$ cat config.mk
export PLATFORM = sky130hd
export DESIGN_NAME = title_draw
export DESIGN_NICKNAME = d
export VERILOG_FILES = /design/src/rtl/title_draw.sv
export SDC_FILE = /design/constraint.sdc
export NUM_CORES = 1
export LEC_CHECK = 0
export BUFFER_PORTS_ARGS = -buffer_cell sky130_fd_sc_hd__buf_2
export CAP_MARGIN = 5
export CORE_MARGIN = 10
export CORE_UTILIZATION = 50
export DETAILED_ROUTE_END_ITERATION = 10
export PLACE_DENSITY = 0.93
export SLEW_MARGIN = 25
export SYNTH_ARGS = -nofsm -noshare
export SYNTH_HDL_FRONTEND = slang
export SYNTH_SLANG_ARGS = --single-unit
$ cat constraint.sdc
create_clock -name Clk -period 4.7 [get_ports Clk]
set_input_delay 0.235 -clock Clk [delete_from_list [all_inputs] [get_ports Clk]]
set_output_delay 0.235 -clock Clk [all_outputs]
set_load 0.02 [all_outputs]
$ cat src/rtl/title_draw.sv
// title_draw: maps the VGA scan position onto the scaled title box, addresses
// the 16x41 title bitmap ROM and produces a registered per-pixel is_title flag.
// Also owns the title animation: slide-in from the top, optional blink, dismiss.
module title_draw #(
    parameter int X_POS        = 238,
    parameter int Y_START      = 0,
    parameter int Y_FINAL      = 160,
    parameter int SLIDE_STEP   = 8,
    parameter int SCALE_LOG2   = 2,
    parameter int BLINK_FRAMES = 30
) (
    input  logic        Clk,
    input  logic        Reset,
    input  logic        frame_clk,
    input  logic        start,
    input  logic        dismiss,
    input  logic        blink_en,
    input  logic [9:0]  DrawX,
    input  logic [9:0]  DrawY,
    output logic [3:0]  rom_addr,
    input  logic [40:0] rom_data,
    output logic        is_title,
    output logic        title_done,
    output logic [9:0]  title_y
);

    localparam logic [1:0] HIDDEN = 2'd0;
    localparam logic [1:0] SLIDE  = 2'd1;
    localparam logic [1:0] SHOWN  = 2'd2;

    localparam int CNT_W = $clog2(BLINK_FRAMES + 1);

    // Box geometry in 11 bits so X_POS + width never wraps.
    localparam logic [10:0] X_LO  = 11'(X_POS);
    localparam logic [10:0] BOX_W = 11'(41 << SCALE_LOG2);
    localparam logic [10:0] BOX_H = 11'(16 << SCALE_LOG2);
    localparam logic [10:0] STEP  = 11'(SLIDE_STEP);
    localparam logic [10:0] Y_FIN = 11'(Y_FINAL);

    logic [1:0]       state;
    logic             visible;
    logic [CNT_W-1:0] blink_cnt;
    logic             frame_prev;
    logic             frame_edge;

    logic [10:0] x_w, y_w, ty_w;
    logic [10:0] col_full, row_full;
    logic [5:0]  col;
    logic [5:0]  bit_idx;
    logic        in_x, in_y;
    logic        pix_bit;

    assign frame_edge = frame_clk & ~frame_prev;

    // Pixel-to-bitmap mapping; rom_data returns in the same cycle as rom_addr.
    always_comb begin
        x_w      = {1'b0, DrawX};
        y_w      = {1'b0, DrawY};
        ty_w     = {1'b0, title_y};
        in_x     = (x_w >= X_LO) && (x_w < X_LO + BOX_W);
        in_y     = (y_w >= ty_w) && (y_w < ty_w + BOX_H);
        col_full = (x_w - X_LO) >> SCALE_LOG2;
        row_full = (y_w - ty_w) >> SCALE_LOG2;
        col      = col_full[5:0];
        bit_idx  = 6'd40 - col;
        rom_addr = in_y ? row_full[3:0] : 4'd0;
        // Outside the box col is meaningless, so never use it as an index there.
        pix_bit  = 1'b0;
        if (in_x && (col <= 6'd40))
            pix_bit = rom_data[bit_idx];
    end

    // Animation FSM, frame-edge detector and the registered pixel output.
    always_ff @(posedge Clk) begin
        if (Reset) begin
            state      <= HIDDEN;
            title_y    <= 10'(Y_START);
            visible    <= 1'b0;
            blink_cnt  <= '0;
            is_title   <= 1'b0;
            title_done <= 1'b0;
            frame_prev <= 1'b1;
        end else begin
            frame_prev <= frame_clk;
            is_title   <= (state != HIDDEN) && visible && in_x && in_y && pix_bit;
            if (dismiss) begin
                state      <= HIDDEN;
                visible    <= 1'b0;
                title_done <= 1'b0;
            end else if (start) begin
                state      <= SLIDE;
                title_y    <= 10'(Y_START);
                visible    <= 1'b1;
                title_done <= 1'b0;
            end else begin
                case (state)
                    SLIDE: begin
                        if (frame_edge) begin
                            if (ty_w + STEP >= Y_FIN) begin
                                title_y    <= 10'(Y_FINAL);
                                blink_cnt  <= '0;
                                state      <= SHOWN;
                                title_done <= 1'b1;
                            end else begin
                                title_y <= title_y + 10'(SLIDE_STEP);
                            end
                        end
                    end
                    SHOWN: begin
                        if (!blink_en) begin
                            visible   <= 1'b1;
                            blink_cnt <= '0;
                        end else if (frame_edge) begin
                            if (blink_cnt == CNT_W'(BLINK_FRAMES - 1)) begin
                                blink_cnt <= '0;
                                visible   <= ~visible;
                            end else begin
                                blink_cnt <= blink_cnt + 1'b1;
                            end
                        end
                    end
                    default: ;
                endcase
            end
        end
    end

endmodule
Yosys cells after proc, flatten, opt, wreduce, memory -nomap -nowiden
Index checks and enable logic that the tools add are counted.
{"block": "classes", "n_eq_ne": 8, "n_mux": 23, "addsub": 7, "n_reduce_logical": 20, "order_cmp": 7, "bitwise_logic": 5}
{"operator": "2-to-1 mux 10 bit", "n": 4}
{"operator": "2-to-1 mux 5 bit", "n": 5}
{"operator": "AND reduction 3 bit", "n": 4}
{"operator": "nonzero test 2 bit", "n": 6}
{"operator": "adder 10 x 4 -> 11 bit, second input constant", "n": 1}
{"operator": "adder 10 x 7 -> 11 bit, second input constant", "n": 1}
{"operator": "greater-or-equal comparator 11 x 8 -> 1 bit, second input constant", "n": 1}
{"operator": "less-than comparator 10 x 11 -> 1 bit", "n": 1}
{"operator": "2-to-1 mux 1 bit", "n": 11}
{"operator": "adder 10 x 4 -> 10 bit, second input constant", "n": 1}
{"operator": "greater-or-equal comparator 10 bit", "n": 1}
{"operator": "greater-or-equal comparator 10 x 8 -> 1 bit, second input constant", "n": 1}
{"operator": "less-than comparator 10 x 9 -> 1 bit, second input constant", "n": 1}
{"operator": "one-hot mux 5 bit (2 select lines)", "n": 1}
{"operator": "subtractor 8 bit, second input constant", "n": 1}
{"operator": "logical AND 1 bit", "n": 7}
{"operator": "less-than comparator 6 x 7 -> 1 bit, second input constant", "n": 1}
{"operator": "binary-select mux 1 bit (select 6 bit)", "n": 1}
{"operator": "<= comparator 6 bit, second input constant", "n": 1}
{"operator": "!= test 3 x 2 -> 1 bit, second input constant", "n": 2}
{"operator": "AND reduction 6 bit", "n": 1}
{"operator": "subtractor 6 bit", "n": 1}
{"operator": "subtractor 6 bit, first input constant", "n": 1}
{"operator": "adder 5 x 1 -> 5 bit, second input constant", "n": 1}
{"operator": "other kinds (10)", "n": 14}
{"block": "word_totals", "wordCells": 77, "ff_bits": 20, "output_inout_bits": 16}

Longest topological paths before layout
Gate-level depths: netlist (run 1).
{"block": "logic_depth", "ltp_word": 6, "ltp_mapped": 11, "mapped_depth_nobuf": 10}

Least setup slack after synthesis (run 1)
OpenSTA, ideal clock, no wires.
{"block": "synth_path", "kind": "flip-flop to output port", "start": "register title_y[3]", "end": "output port rom_addr[3]", "arrival_time_ns": 2.362, "path_buffers": 0, "path_slack_ns": 2.103, "path_stages_with_launch": 10, "path_cell_list": "dfxtp_1 inv_1 ha_1 o21a_1 o21ai_0 a21oi_1 o2111ai_1 a32oi_1 a21o_1 nor3b_1"}
{"block": "synth_between", "elab_chain_len": 4}
{"element": "start, declared", "line_no": "24", "source": "output logic [9:0] title_y"}
{"element": "start signal, assigned", "line_no": "77", "source": "title_y <= 10'(Y_START);"}
{"element": "start signal, assigned", "line_no": "92", "source": "title_y <= 10'(Y_START);"}
{"element": "start signal, assigned", "line_no": "100", "source": "title_y <= 10'(Y_FINAL);"}
{"element": "adder 10 x 7 -> 11 bit", "line_no": "61", "source": "in_y = (y_w >= ty_w) && (y_w < ty_w + BOX_H);"}
{"element": "less-than comparator 10 x 11 -> 1 bit", "line_no": "61"}
{"element": "logical AND 1 bit", "line_no": "61"}
{"element": "2-to-1 mux 4 bit (*)", "line_no": "66", "source": "rom_addr = in_y ? row_full[3:0] : 4'd0;"}
{"element": "end, declared", "line_no": "20", "source": "output logic [3:0] rom_addr,"}
Mark *: on every way between the ends. The rest lies on a longest branch, timed or not.

Worst setup path after layout (run 1)
{"block": "layout_path", "start": "input port DrawX[1]", "end": "register is_title"}
{"block": "layout_between", "elab_chain_len": 6}
{"element": "start, declared", "line_no": "18", "source": "input logic [9:0] DrawX,"}
{"element": "subtractor 8 bit", "line_no": "62", "source": "col_full = (x_w - X_LO) >> SCALE_LOG2;"}
{"element": "subtractor 6 bit", "line_no": "65", "source": "bit_idx = 6'd40 - col;"}
{"element": "binary-select mux 1 bit (select 6 bit)", "line_no": "70", "source": "pix_bit = rom_data[bit_idx];"}
{"element": "2-to-1 mux 1 bit (not written as such)", "line_no": "70"}
{"element": "2-to-1 mux 1 bit", "line_no": "69", "source": "if (in_x && (col <= 6'd40))"}
{"element": "logical AND 1 bit (*)", "line_no": "85", "source": "is_title <= (state != HIDDEN) && visible && in_x && in_y && pix_bit;"}
{"element": "end signal, assigned", "line_no": "85"}
{"element": "end, declared", "line_no": "22", "source": "output logic is_title,"}
Mark *: on every way between the ends. The rest lies on a longest branch, timed or not. The select of a mux whose other input is x is not followed.
A chain may end at the register's enable or synchronous reset.

==> impl_results.md, run 1 <==
- Placed instance area: 2450 sq um
- Critical Path AT: 3.00 ns
- Starting Density: 0.518
- Switching share of total power: 0.318
- Total clock sinks: 17
- Vias: 2214
- RSZ-0062 raised after global routing: no
- Top delay family on crit path: adder cells
- Pleak: 0.00109 uW
- Clk_lat worst skew: 0.25 ns
- Die X: 84.4 microns
- Peak Freq: 0.352 GHz
- Routed wire per std cell: 15.0 microns
- FFs w/ async S/R, synth: 0
- Remaining global-route overflow: 0
- Clk pwr share: 0.259
- Seq/Total Area, Yosys: 0.164
- Overall power: 427 uW
- Comb power frac: 0.399
- Max Root-Sink Buffers: 2
- Crit. End Element: flip-flop
- Final WL: 5.63 mm
- Cts repair resizes: 0
- # diodes: 0
- CTS tree: yes
- Seq. cell area: 340 sq um
- Worst min path class: primary input to flip-flop
- Pwr Density: 171 nW/um^2
- CP Max Fanout: 17
- Ports: 83
- Reg2reg setup slack: 2.22 ns
- Slowest stage delay, CP: 0.77 ns
- Clock transition at path regs: 0.07 ns
- Num rows: 23
- Layout area overhead: 20.4%
- Mapped Cells: 257
- Top_reg_cell synth: dfxtp_1
- Cell area after layout: 2490 sq um
- Area of the multi-input gates: 1600 sq um
- Vias per cell: 5.90
- H-tree depth: 1
- Slew Viols, Final: 0
- Vias in the first global route: 2296
- Setup violators final: 0
- Synth Cell Area: 2070 sq um
- Crit Path Category: primary input to flip-flop
- DP Worst Slack: 1.55 ns
- TNS Setup: 0 ns
- Buffer count from post-CTS setup fixing: 0
- GRT Util Overall: 0.155
- Max stage delay cell, worst path: ha_1
- Root Driver: clkbuf_8
- CTS Hold Buffers Added: 0
- First-pass GRT wire length: 9.85 mm
- RePlAce Congestion: 0.865
- Status: completed
- Most Frequent Cell on Critical Path: ha_1
- PortBufs: 76
- Hpwl dp: 4.55 mm
- DIE AREA: 7120 sq um
- Number of synthesized flops with an enable pin: 0
- Crit path cell chain: buf_2 -> ha_1 -> inv_1 -> ha_1 -> mux4_2 -> nor2b_1 -> a211oi_1 -> a2111o_1 -> a311oi_1
- Antenna violations before repair: 0
- Share of cells above drive strength 1: 0.302
- Worst clock skew: 0.00355 ns
- Internal: 291 uW
- CTS buffer count: 3
- Total net switching power: 136 uW
- Final #Nets: 413
- FILL cells: 355
- Max Cap Viol: 0
- Core Region: 4000 sq um
- Synth Warn #: 0
- Period utilisation layout: 0.604
- Syn_area_per_cell: 8.06 sq um
- Drt drc: 0
- Crit start category: primary input
- CP Buf/Inv Count: 2
- FF+latch count, synth: 17
- Die H: 84.4 microns
- Final antenna-violating net count: 0
- Seq pwr share: 0.342
- Rel. slew slack: 0.517
- DR iter-0 viols: 108
- Unique masters post-synth: 54
- Worst Slack Setup Final: 1.86 ns
- Final min period: 2.84 ns
- Measured slew at the worst slew-check pin: 0.724 ns
- CP Data Required Time: 4.86 ns
- Maximum vdd drop: 89.1 uV
- Largest net degree at the start of global routing: 20
- Drt pass-1 iters: 4
- Final-report hold violation count: 0
==> per-stage QoR <==
stage                     hold slack [ns]  utilization  cells
after detailed placement            0.463        0.612    371
after floorplan                     0.314            -    259
final                               0.201        0.624    375
after global placement              0.454        0.612    371
after global routing                0.214        0.624    375
after CTS                           0.201        0.624    375
==> cells by family (layout without fill, tap and decap cells) <==
kind of cell	Yosys count	in the layout	share of synthesized area
compound gates	76	76	0.246
xor+xnor	8	8	0.0338
fa+ha+maj	20	20	0.121
buf+inv	33	99	0.0694
flops	17	17	0.164
mux	16	16	0.138
other cells	1	3	0.00181
simple gates	86	86	0.226
==> worst register-to-register path, delay by kind of cell, from the launching register on <==
| family | cells | cell delay (ns) |
|---|---|---|
| flops | 1 | 0.46 |
| fa+ha+maj | 1 | 0.32 |
| simple gates | 4 | 0.94 |
| compound gates | 3 | 0.70 |
==> power by group through the flow <==
stage               clock (uW)  combinational (uW)  sequential (uW)
floorplan                    0                 123              149
global placement             0                 166              149
detailed placement           0                 171              149
CTS                        112                 171              146
global route               119                 191              146
finish                     111                 171              146
==> synth_stat cells (all sizes together), types with 2 or more instances <==
master   count  area [sq um]
or2          4          25.0
a32oi        2          17.5
o2111ai      2          17.5
mux4        10           225
a21boi       2          15.0
nor2        15          56.3
o21ai       23           115
buf          8          50.1
clkbuf       6          22.5
nand2b       3          18.8
o21a         2          15.0
a31oi        3          18.8
ha          20           250
xor2         3          26.3
nand4        3          18.8
o31ai        2          15.0
nand3b       3          22.5
nand3       13          65.1
nand2       10          37.5
nor4         2          12.5
and2         4          27.5
a21oi       19          95.1
dfxtp       17           340
nor3        12          60.1
a211oi       2          15.0
mux2i        6          60.1
a21o         5          37.5
xnor2        5          43.8
and3         4          25.0
o311ai       2          35.0
nor2b        6          37.5
inv         19          71.3
and4b        2          20.0
==> metal layers <==
| layer | GRT usage | vias up | part of all wire |
|---|---|---|---|
| met2 | 0.283 | 85 | 0.51 |
| met1 | 0.160 | 1022 | 0.39 |
| met4 | 0.0524 | 0 | 0.011 |
| met3 | 0.0541 | 10 | 0.094 |
| met5 | 0 | - | 0 |
| li1 | - | 1097 | - |
==> layout make-up <==
cell class                 count  area share
clock buffer                   4      0.0181
tap                           50      0.0251
multi-input combinational    209       0.639
inverter                      19      0.0286
sequential                    17       0.136
timing repair buffer          76       0.152
==> state kept, by name (all words and copies together) (netlist names) <==
name	cells
frame_prev	1
is_title	1
state	2
visible	1
title_y	7
blink_cnt	5
==> worst paths after layout <==
path / start / end / depth (start not counted)
min: frame_clk / frame_prev / 2
max reg2reg: title_y[3] / blink_cnt[4] / 8
max: DrawX[1] / is_title / 9
min reg2reg: blink_cnt[4] / blink_cnt[4] / 2
==> cell usage in the layout (no fill, tap or decap), types with 3 or more instances in the layout <==
| master | instances |
|---|---|
| ha_1 | 20 |
| mux2i_1 | 6 |
| xor2_1 | 3 |
| a31oi_1 | 3 |
| conb_1 | 3 |
| nand3_1 | 13 |
| nor2_1 | 15 |
| a21oi_1 | 19 |
| clkbuf_8 | 3 |
| nand4_1 | 3 |
| nor2b_1 | 6 |
| nand3b_1 | 3 |
| a21o_1 | 5 |
| o21ai_0 | 23 |
| inv_1 | 19 |
| and2_1 | 3 |
| nand2b_1 | 3 |
| xnor2_1 | 5 |
| mux4_2 | 10 |
| nor3_1 | 12 |
| dfxtp_1 | 17 |
| nand2_1 | 10 |
| and3_1 | 4 |
| or2_2 | 4 |
| buf_2 | 76 |
(Power assumes the default switching activity.)
==> inputs of run 2 (changes only) <==
--- a/config.mk
+++ b/config.mk
@@ -8,9 +8,9 @@
 export BUFFER_PORTS_ARGS = -buffer_cell sky130_fd_sc_hd__buf_2
 export CAP_MARGIN = 5
 export CORE_MARGIN = 10
-export CORE_UTILIZATION = 50
+export CORE_UTILIZATION = 45
 export DETAILED_ROUTE_END_ITERATION = 10
-export PLACE_DENSITY = 0.93
+export PLACE_DENSITY = 0.89
 export SLEW_MARGIN = 25
 export SYNTH_ARGS = -nofsm -noshare
 export SYNTH_HDL_FRONTEND = slang
==> constraint.sdc (replaced) <==
create_clock -name Clk -period 2.6 [get_ports Clk]
set_input_delay 0.13 -clock Clk [delete_from_list [all_inputs] [get_ports Clk]]
set_output_delay 0.13 -clock Clk [all_outputs]
set_load 0.02 [all_outputs]
==> impl_results.md, run 2 (synthesis gave the netlist of run 1 again) <==
- Seq pwr share: 0.338
- Layout area overhead: 23.3%
- Antenna violations before repair: 0
- Clock transition at path regs: 0.06 ns
- Fin cells: 383
- Placed instance area: 2500 sq um
- Crit. End Element: output port
- RSZ-0062 raised after global routing: no
- # placed instances: 379
- Top flop regs: title_y (7), blink_cnt (5), state (2)
- Switching share of total power: 0.311
- Setup violators final: 0
- Comb power frac: 0.412
- Core Region: 4410 sq um
- Num rows: 24
- Die H: 87.9 microns
- Slew Viols, Final: 0
- Remaining global-route overflow: 0
- Commonest non-fill, non-tap cell in the layout: buf_2
- Maximum vdd drop: 204 uV
- RePlAce Congestion: 0.887
- Drt pass-1 iters: 4
- Total clock sinks: 17
- H-tree depth: 1
- Critical Path AT: 2.29 ns
- Internal: 537 uW
- FF-to-FF Start: title_y[4]
- DR iter-0 viols: 112
- Period utilisation layout: 0.932
- Crit Path Category: flip-flop to output port
- CP Max Fanout: 8
- Final min period: 2.42 ns
- Vias in the first global route: 2141
- Final #Nets: 419
- Hold path start: frame_clk
- Drt drc: 0
- Root Driver: clkbuf_8
- Hold Crit Depth: 2
- Buffer count from post-CTS setup fixing: 0
- Starting Density: 0.469
- Die X: 87.9 microns
- Max reg flops: 7
- Routed wire per std cell: 14.3 microns
- Final-report hold violation count: 0
- CTS buffer count: 3
- Pwr Density: 305 nW/um^2
- Pleak: 0.00112 uW
- Clk_lat worst skew: 0.25 ns
- Final antenna-violating net count: 0
- Top reg by flops: title_y
- TNS Setup: 0 ns
- # diodes: 0
- Worst clock skew: 0.00358 ns
- CP Data Required Time: 2.47 ns
- Final WL: 5.48 mm
- Clk pwr share: 0.251
- Largest net degree at the start of global routing: 20
- Crit start category: flip-flop
- Status: completed
- Peak Freq: 0.413 GHz
- Cell area after layout: 2550 sq um
- Max Root-Sink Buffers: 2
- Share of cells above drive strength 1: 0.329
- FF-to-FF End: blink_cnt[4]
- CTS tree: yes
- DIE AREA: 7720 sq um
- Reg2reg setup slack: 0.34 ns
- Vias per cell: 5.74
- Reg2Reg Depth: 8
- PortBufs: 76
- First-pass GRT wire length: 8.95 mm
- Vias: 2198
- Most frequent cells in the layout: 76 x buf_2, 22 x o21ai_0, 19 x inv_1, 19 x a21oi_1, 19 x ha_1
- Hold EP: frame_prev
- Worst min path class: primary input to flip-flop
- Total net switching power: 242 uW
- GRT Util Overall: 0.137
- Hpwl dp: 4.59 mm
- Ports: 83
- Max Cap Viol: 0
## run 2: changes by cell type in the layout (fill, tap and decap cells not counted), sizes merged
cell	before	now
buf	76	82
## run 2: worst max-delay path, cell delays in order, from the launching register on
cell and delay, ns:
dfxtp_4 0.38, inv_1 0.05, ha_1 0.30, o21a_1 0.21
o21ai_2 0.15, a21oi_1 0.08, o2111ai_1 0.18, a32oi_1 0.07
a21o_1 0.23, nor3b_1 0.20, buf_2 0.19
## run 2: cell type report
type / instances / area [sq um]
multi-input cells: 209 / 1600
flip-flops and latches: 17 / 347
inverters: 19 / 71.3
fillers: 403 / 1860
well taps: 52 / 65.1
repair buffers: 82 / 425
clock buffers: 4 / 45.0
## run 2: worst max-delay path by stage
stage / cells past startpoint / startpoint / end
after floorplan: 9 / title_y[3] / rom_addr[3]
after global placement: 10 / DrawX[1] / is_title
after detailed placement: 10 / DrawX[1] / is_title
after CTS: 9 / title_y[7] / rom_addr[3]
after global routing: 10 / title_y[3] / rom_addr[3]
final: 10 / title_y[3] / rom_addr[3]
## run 2: power by group through the flow
stage,sequential [uW],combinational [uW],clock (uW)
after global placement,270,312,0
final,263,321,195
after detailed placement,270,320,0
after CTS,264,321,202
after floorplan,270,223,0
after global routing,263,352,213
## run 2: layer usage
| metal | global-route usage | up-vias | share of wire |
|---|---|---|---|
| li1 | - | 1115 | - |
| met1 | 0.150 | 990 | 0.41 |
| met2 | 0.254 | 85 | 0.52 |
| met3 | 0.0269 | 8 | 0.060 |
| met4 | 0.0449 | 0 | 0.014 |
| met5 | 0 | - | 0 |
## run 2: stage by stage
stage / utilization / power [uW] / hold slack, ns / worst slack, ns
after global placement: 0.566 / 582 / 0.341 / 0.225
final: 0.579 / 779 / 0.0947 / 0.177
after CTS: 0.576 / 787 / 0.0894 / 0.0590
after global routing: 0.579 / 828 / 0.0985 / 0.00636
after detailed placement: 0.566 / 590 / 0.353 / 0.121
after floorplan: - / 493 / 0.209 / 0.108
## run 2: timing repair
item | CTS | global route
hold buffers | 0 | 0
endpoints found under the setup margin | 2 | 2
cloned | 0 | 0
gates resized for setup | 2 | 5
==> inputs of run 3 (changes only) <==
--- a/config.mk
+++ b/config.mk
@@ -7,7 +7,7 @@
 export LEC_CHECK = 0
 export BUFFER_PORTS_ARGS = -buffer_cell sky130_fd_sc_hd__buf_2
 export CAP_MARGIN = 5
-export CORE_MARGIN = 10
+export CORE_MARGIN = 8
 export CORE_UTILIZATION = 45
 export DETAILED_ROUTE_END_ITERATION = 10
 export PLACE_DENSITY = 0.89
==> impl_results.md, run 3 (synthesis gave the netlist of run 1 again) <==
- Hold Crit Depth: 2
- Worst min path class: primary input to flip-flop
- Num rows: 24
- Vias: 2249
- CP Max Fanout: 8
- Drt drc: 0
- CTS tree: yes
- Placed instance area: 2500 sq um
- Crit start category: flip-flop
- Final Core Density: 0.583
- Hpwl dp: 4.67 mm
- H-tree depth: 1
- Period utilisation layout: 0.963
- Routed wire per std cell: 15.1 microns
- Remaining global-route overflow: 0
- Most frequent cells in the layout: 76 x buf_2, 22 x o21ai_0, 19 x inv_1, 19 x a21oi_1, 19 x ha_1
- Pwr Density: 310 nW/um^2
- FILL cells: 404
- Setup violators final: 0
- Critical Path AT: 2.37 ns
- DP Worst Slack: 0.150 ns
- Hold EP: frame_prev
- Die H: 83.9 microns
- Clk_lat worst skew: 0.26 ns
- Peak Freq: 0.399 GHz
- DIE AREA: 7030 sq um
- FF-to-FF Start: title_y[4]
- Die X: 83.9 microns
- Hold path start: frame_clk
- Ports: 83
- CP Data Required Time: 2.47 ns
- Maximum vdd drop: 161 uV
- Reg2reg setup slack: 0.27 ns
- Final-report hold violation count: 0
- DR iter-0 viols: 89
- Crit Path Category: flip-flop to output port
- Top flop regs: title_y (7), blink_cnt (5), state (2)
- Worst clock skew: 0.00579 ns
- Share of cells above drive strength 1: 0.329
- Max Root-Sink Buffers: 2
- Antenna violations before repair: 0
- Top reg by flops: title_y
- Slew Viols, Final: 0
- Vias in the first global route: 2249
- Largest net degree at the start of global routing: 20
- CTS buffer count: 3
- Total clock sinks: 17
- Commonest non-fill, non-tap cell in the layout: buf_2
- Worst Slack Setup Final: 0.0961 ns
- Drt pass-1 iters: 4
- Overall power: 793 uW
- CTS Hold Buffers Added: 0
- Layout area overhead: 23.3%
- Max Cap Viol: 0
- Cell area after layout: 2550 sq um
- Core Region: 4380 sq um
- Max stage delay cell, worst path: dfxtp_4
- Reg2Reg Depth: 8
- GRT Util Overall: 0.156
- First-pass GRT wire length: 9.66 mm
- FF-to-FF End: blink_cnt[4]
- Crit. End Element: output port
- Pleak: 0.00112 uW
- Slowest stage delay, CP: 0.38 ns
- Starting Density: 0.473
- Final min period: 2.50 ns
- Max reg flops: 7
- Crit path cell chain: inv_1 -> ha_1 -> o21a_1 -> o21ai_2 -> a21oi_1 -> o2111ai_1 -> a32oi_1 -> a21o_1 -> nor3b_1 -> buf_2
- Final #Nets: 419
- RePlAce Congestion: 0.912
- # diodes: 0
- Vias per cell: 5.87
- Clock transition at path regs: 0.07 ns
- Final antenna-violating net count: 0
- Status: completed
- Final WL: 5.77 mm
- Root Driver: clkbuf_8
- PortBufs: 76
[run 3: cell counts in the layout (fill, tap and decap cells not counted)]
Identical to the previous run, type by type.
[run 3: cell type report]
class / count / area [sq um] / area share
clock buffers: 4 / 45.0 / 0.0176
inverters: 19 / 71.3 / 0.0279
multi-input cells: 209 / 1600 / 0.627
flip-flops and latches: 17 / 347 / 0.136
well taps: 52 / 65.1 / 0.0255
repair buffers: 82 / 425 / 0.167
[run 3: worst max-delay path by stage]
stage | endpoint | startpoint | slack [ns] | cells after the start
2_1_floorplan | rom_addr[3] | title_y[3] | 0.11 | 9
3_3_place_gp | is_title | DrawX[1] | 0.22 | 10
3_5_place_dp | is_title | DrawX[1] | 0.15 | 10
4_1_cts | rom_addr[3] | title_y[7] | 0.04 | 9
5_1_grt | rom_addr[3] | title_y[3] | -0.001 | 10
6_report | rom_addr[3] | title_y[3] | 0.1 | 10
[run 3: per-stage QoR]
stage	instances	setup TNS, ns	hold slack, ns
4_1_cts	383	0	0.0903
2_1_floorplan	259	0	0.209
5_1_grt	383	-0.00126	0.105
3_5_place_dp	379	0	0.356
3_3_place_gp	379	0	0.344
6_report	383	0	0.0857
[run 3: per-layer routing]
layer  wire, microns  global-route usage
met4             115              0.0581
met2            3020               0.284
met5               0                   0
met1            2320               0.176
met3             314              0.0225
[run 3: report_power, final]
group / switching, uW / internal (uW) / leakage [uW]
Clock: 96.2 / 109 / 0.0000228
Sequential: 1.62 / 262 / 0.000139
Combinational: 158 / 167 / 0.000959
Total: 256 / 537 / 0.00112
[run 3: critical path: cells and delay by family, from the launching register on]
family                   cells  cell delay, ns
buffers and inverters        2            0.25
AO/OA/AOI/OAI                6            0.96
flip-flops                   1            0.38
adder cells (fa/ha/maj)      1            0.29
AND/OR/NAND/NOR              1            0.23
[run 3: what timing repair did]
action	in CTS	in global routing
gates resized for setup	2	5
endpoints found under the setup margin	2	2
setup buffers	0	0
